File: config.mk
export PLATFORM = sky130hd
export DESIGN_NAME = rgb_fade_sequencer
export DESIGN_NICKNAME = d
export VERILOG_FILES = /design/src/rtl/rgb_fade_sequencer.sv
export SDC_FILE = /design/constraint.sdc
export NUM_CORES = 1
export LEC_CHECK = 0
export CORE_ASPECT_RATIO = 2
export CORE_MARGIN = 5
export CORE_UTILIZATION = 46
export DETAILED_ROUTE_END_ITERATION = 8
export GPL_TIMING_DRIVEN = 0
export PLACE_DENSITY = 0.62
export SLEW_MARGIN = 20
export SYNTH_ARGS = -nofsm -noshare
export SYNTH_HDL_FRONTEND = slang
export SYNTH_SLANG_ARGS = --single-unit
File: constraint.sdc
create_clock -name clk -period 3.33 [get_ports clk]
set_clock_uncertainty 0.15 [all_clocks]
set_input_delay 0.8325 -clock clk [delete_from_list [all_inputs] [get_ports clk]]
set_output_delay 0.8325 -clock clk [all_outputs]
set_load 0.005 [all_outputs]
File: src/rtl/rgb_fade_sequencer.sv
// RGB hue-wheel fader: ramps one channel at a time through six phases and
// drives three active-low PWM LED outputs from period-aligned duty registers.
module rgb_fade_sequencer #(
    parameter int unsigned PWM_INTERVAL = 1200,
    parameter int unsigned STEP_CYCLES  = 12000
) (
    input  logic       clk,
    input  logic       rst_n,
    input  logic       enable,
    input  logic       hold,
    input  logic       restart,
    output logic       RGB_R,
    output logic       RGB_G,
    output logic       RGB_B,
    output logic [2:0] phase,
    output logic       phase_done
);

    localparam int unsigned DW = $clog2(PWM_INTERVAL + 1);
    localparam int unsigned SW = (STEP_CYCLES > 1) ? $clog2(STEP_CYCLES) : 1;

    localparam logic [DW-1:0] FULL      = DW'(PWM_INTERVAL);
    localparam logic [DW-1:0] LAST      = DW'(PWM_INTERVAL - 1);
    localparam logic [SW-1:0] STEP_LAST = SW'(STEP_CYCLES - 1);

    typedef enum logic [2:0] {
        PH_GREEN_INC = 3'd0,
        PH_RED_DEC   = 3'd1,
        PH_BLUE_INC  = 3'd2,
        PH_GREEN_DEC = 3'd3,
        PH_RED_INC   = 3'd4,
        PH_BLUE_DEC  = 3'd5
    } phase_t;

    logic [DW-1:0] r_pwm_cnt;
    logic [SW-1:0] r_step_cnt;
    logic [DW-1:0] r_ramp;
    phase_t        r_phase;
    logic [DW-1:0] r_duty_r;
    logic [DW-1:0] r_duty_g;
    logic [DW-1:0] r_duty_b;

    logic          w_run;
    logic          w_step_tick;
    logic          w_ramp_wrap;
    logic          w_pwm_last;
    logic [DW-1:0] w_ramp_inv;
    logic [DW-1:0] w_tgt_r;
    logic [DW-1:0] w_tgt_g;
    logic [DW-1:0] w_tgt_b;

    assign w_run       = enable && !hold;
    assign w_step_tick = w_run && !restart && (r_step_cnt == STEP_LAST);
    assign w_ramp_wrap = w_step_tick && (r_ramp == LAST);
    assign w_pwm_last  = (r_pwm_cnt == LAST);
    // r_ramp never exceeds LAST, so this never underflows
    assign w_ramp_inv  = FULL - r_ramp;
    assign phase       = r_phase;

    // Free-running PWM period counter
    always_ff @(posedge clk or negedge rst_n) begin
        if (!rst_n) begin
            r_pwm_cnt <= '0;
        end else if (w_pwm_last) begin
            r_pwm_cnt <= '0;
        end else begin
            r_pwm_cnt <= r_pwm_cnt + DW'(1);
        end
    end

    // Step timer and ramp counter
    always_ff @(posedge clk or negedge rst_n) begin
        if (!rst_n) begin
            r_step_cnt <= '0;
            r_ramp     <= '0;
        end else if (restart) begin
            r_step_cnt <= '0;
            r_ramp     <= '0;
        end else if (w_run) begin
            r_step_cnt <= w_step_tick ? '0 : r_step_cnt + SW'(1);
            if (w_step_tick) begin
                r_ramp <= w_ramp_wrap ? '0 : r_ramp + DW'(1);
            end
        end
    end

    // Hue phase state machine; unused encodings fall back to phase 0
    always_ff @(posedge clk or negedge rst_n) begin
        if (!rst_n) begin
            r_phase    <= PH_GREEN_INC;
            phase_done <= 1'b0;
        end else begin
            phase_done <= 1'b0;
            if (restart) begin
                r_phase <= PH_GREEN_INC;
            end else begin
                case (r_phase)
                    PH_GREEN_INC: if (w_ramp_wrap) r_phase <= PH_RED_DEC;
                    PH_RED_DEC:   if (w_ramp_wrap) r_phase <= PH_BLUE_INC;
                    PH_BLUE_INC:  if (w_ramp_wrap) r_phase <= PH_GREEN_DEC;
                    PH_GREEN_DEC: if (w_ramp_wrap) r_phase <= PH_RED_INC;
                    PH_RED_INC:   if (w_ramp_wrap) r_phase <= PH_BLUE_DEC;
                    PH_BLUE_DEC:  if (w_ramp_wrap) r_phase <= PH_GREEN_INC;
                    default:      r_phase <= PH_GREEN_INC;
                endcase
                phase_done <= w_ramp_wrap;
            end
        end
    end

    // Per-phase channel duty targets
    always_comb begin
        w_tgt_r = '0;
        w_tgt_g = '0;
        w_tgt_b = '0;
        case (r_phase)
            PH_GREEN_INC: begin w_tgt_r = FULL;       w_tgt_g = r_ramp;     end
            PH_RED_DEC:   begin w_tgt_r = w_ramp_inv; w_tgt_g = FULL;       end
            PH_BLUE_INC:  begin w_tgt_g = FULL;       w_tgt_b = r_ramp;     end
            PH_GREEN_DEC: begin w_tgt_g = w_ramp_inv; w_tgt_b = FULL;       end
            PH_RED_INC:   begin w_tgt_r = r_ramp;     w_tgt_b = FULL;       end
            PH_BLUE_DEC:  begin w_tgt_r = FULL;       w_tgt_b = w_ramp_inv; end
            default:      ;
        endcase
    end

    // Duties only change at the period boundary to avoid glitched periods
    always_ff @(posedge clk or negedge rst_n) begin
        if (!rst_n) begin
            r_duty_r <= '0;
            r_duty_g <= '0;
            r_duty_b <= '0;
        end else if (w_pwm_last) begin
            r_duty_r <= w_tgt_r;
            r_duty_g <= w_tgt_g;
            r_duty_b <= w_tgt_b;
        end
    end

    // Active-low registered LED drives
    always_ff @(posedge clk or negedge rst_n) begin
        if (!rst_n) begin
            RGB_R <= 1'b1;
            RGB_G <= 1'b1;
            RGB_B <= 1'b1;
        end else begin
            RGB_R <= ~(enable && (r_pwm_cnt < r_duty_r));
            RGB_G <= ~(enable && (r_pwm_cnt < r_duty_g));
            RGB_B <= ~(enable && (r_pwm_cnt < r_duty_b));
        end
    end

endmodule
==> flow_summary.yaml, run 1 <==
global_routing:
  antenna_found_initial: 0
  grt_pass1_vias: 4191
  grt_use_total_pct: 22.42
  grt_use_met3_pct: 3.103
  grtUsageMet1_pct: 22.12
  grt_pass1_wl_mm: 21.41
  grt_util_met2_pct: 40.72
  grt_start_max_net_pins: 52
  busiest_layer: "met2"
  overflow: 0
die:
  dieArea_um2: 12570
  start_util_pct: 46.76
  fp-row-count: 52
  die_y_um: 153.6
  design.portCount: 12
  fp.dieW_um: 81.82
  coreArea_um2: 10150
synthesis:
  seq_area_frac_synth_pct: 40.15
  synth.cells.most_frequent: "dfrtp_1 (73), nor2_1 (52), o21ai_0 (41)"
  yosysWarnings: 0
  synth_edf_count: 0
  synthMostInstantiatedCell: "dfrtp_1"
  ys_types: 55
  synth_top_area_cell: "dfrtp_1"
  ys_top_cells_by_area: "dfrtp_1 (38%), ha_1 (9.0%), o21ai_0 (4.3%)"
  synth-seq-cells: 76
  synth_area_um2: 4746
  synthArstFlopShare_pct: 100.0
  netlist_instances: 540
  syn_area_per_cell_um2: 8.789
  ys.flop_type: "dfrtp_1"
  synth.net_count: 579
  netlist.area_leader.share_pct: 38.49
sta:
  worst_pin_slew_ns: 0.6947
  fmax_mhz: 334.2
  fin_setup_tns_ns: 0
  slew_headroom_pct: 53.52
  period_share_pct: 89.86
  hold_violations: 0
  fin_crit_ns: 2.992
  rsz0062_at_grt: "no"
  setup_viol: 0
  drv_slew: 0
clock_tree:
  clk_latency_ns: 0.33
  ctsResizeCount: 0
  postCtsSetupRepairBufs: 0
  path_clk_slew_ns: 0.06
  ctsHtreeMaxLevel: 3
  hold_buffers: 0
  cts_buffer_depth: 2
  cts-buffers-inserted: 9
  clockRootBuffer: "clkbuf_16"
  cts_num_sinks: 76
  cts_tree: "built"
route:
  antenna_left: 0
  via_per_inst: 5.818
  postRouteWirelength_mm: 13.11
  wl_per_cell_um: 18.67
  drt_iter0_drc: 185
  vias: 4084
  drtPass1Iterations: 5
  drc: 0
worst_setup_path:
  end_kind: "flip-flop"
  arrival_ns: 3.05
  required_ns: 3.39
  r2r_end: "r_duty_b[9]"
  crit_path_start_kind: "primary input"
  path_class: "primary input to flip-flop"
  r2r_cells: 7
  r2r_slack_ns: 0.48
  r2r-start: "r_pwm_cnt[0]"
  crit_fanout: 10
final_layout:
  fillers: 987
  nNetsFinal: 602
  drive_gt1_share_pct: 5.820
  n_antenna_cell: 0
  area_growth_pct: 13.55
flow_run:
  max_cap_viol_count: 0
power_and_ir_drop:
  power_uw: 2087
  p_int_uw: 1682
  p_sw_uw: 404.9
  p_per_area_nw_per_um2: 387.2
  swShare_pct: 19.41
  comb_power_share_pct: 2.1
  power_frac_clock_pct: 53.5
  seqPwrFrac_pct: 44.4
  leakage_uw: 0.002197
  vdd_ir_drop_max_mv: 0.2908
outcome:
  outcome: "finished clean"
placement:
  gp_congestion: 0.9474
  port-buffer-count: 11
  dpl.hpwl_mm: 10.22
worst_hold_path:
  min_path_type: "primary input to asynchronous set/reset pin"
## kinds of logic (layout without fill, tap and decap cells)
kind of cell / Yosys count / count (layout) / share of synthesized area (%)
and+or+nand+nor: 195 / 195 / 21.25
xor gates and xnor gates: 27 / 27 / 4.983
AOI/OAI and AO/OA: 137 / 137 / 18.59
muxes: 3 / 3 / 0.6854
buffers and inverters: 68 / 95 / 5.378
DFF: 76 / 76 / 40.15
adders and majority gates: 34 / 34 / 8.964
## registers in the layout, indices dropped and copies added, names as in the netlist
register and count:
r_duty_r 11, RGB_R 1, phase 3, r_duty_g 11, RGB_B 1, r_step_cnt 14
r_duty_b 11, RGB_G 1, phase_done 1, r_ramp 11, r_pwm_cnt 11
## worst max-delay path by stage
stage / from / endpoint / slack (ns) / cells after the start
after global routing: enable / r_step_cnt[4] / 0.19 / 7
after global placement: rst_n / r_ramp[10] / -1.45 / 1
after floorplan: r_ramp[1] / r_duty_r[8] / 0.81 / 8
after CTS: enable / r_step_cnt[4] / 0.33 / 7
final: enable / r_step_cnt[5] / 0.34 / 7
after detailed placement: enable / r_step_cnt[6] / -0.01 / 7
## worst max-delay path: stages
cell,delay [ns]
clkdlybuf4s50_1,0.63
nor2b_1,0.33
clkbuf_1,0.45
nand2_1,0.14
clkbuf_1,0.27
nand2_1,0.31
nor2_1,0.09
## layout by cell type, fill, tap and decap left out, types with 11 or more instances in the layout
cell type	Yosys	layout
xnor2_1	15	15
xor2_1	12	12
dfrtp_1	73	73
nand4_1	11	11
inv_1	40	40
nor2_1	52	52
ha_1	34	34
a21oi_1	30	30
nand2_1	35	35
nor3_1	17	17
o21ai_0	41	41
clkbuf_1	25	25
nand3_1	24	24
## cell type report
| type | count | area, um2 | area share [%] |
|---|---|---|---|
| multi-input cells | 396 | 2585 | 47.97 |
| flip-flops and latches | 76 | 1906 | 35.36 |
| clock buffers | 10 | 239.0 | 4.435 |
| well taps | 135 | 168.9 | 3.134 |
| inverters | 40 | 150.1 | 2.786 |
| repair buffers | 12 | 135.1 | 2.508 |
| plain buffers | 28 | 105.1 | 1.950 |
| clock inverters | 5 | 100.1 | 1.857 |
## power groups by stage
stage	Clock [uW]	Combinational, uW	Sequential (uW)
3_3_place_gp	0	42.1	943
5_1_grt	1180	50.6	926
4_1_cts	1140	46.8	926
3_5_place_dp	0	46.8	943
6_report	1120	44.5	927
2_1_floorplan	0	12.1	943
## through the flow
step	worst slack, ns	instance area (um2)	hold WS (ns)	utilization, %	std cells
floorplan	0.8117	4746	0.2854	-	540
global placement	-1.451	5025	0.3077	49.51	686
detailed placement	-0.01376	5050	0.3098	49.75	687
CTS	0.3270	5389	0.2728	53.09	702
global route	0.1861	5389	0.2885	53.09	702
finish	0.3378	5389	0.2630	53.09	702
## layer usage
metal,share of wire [%],wire length (um)
met4,8.2,1072
met1,34,4504
met2,55,7169
met5,0,0
met3,2.7,359
Power figures use the tool's default switching activity.
==> inputs of run 2 (changes only) <==
SKIP_LAST_GASP = 1   (was not set)
==> results of run 2 <==
No change in the layout: final DEF, timing and power equal those of run 1.
==> inputs of run 3 (changes only) <==
CTS_CLUSTER_SIZE = 24   (was not set)
==> results of run 3 <==
No change in the layout: final DEF, timing and power equal those of run 1.
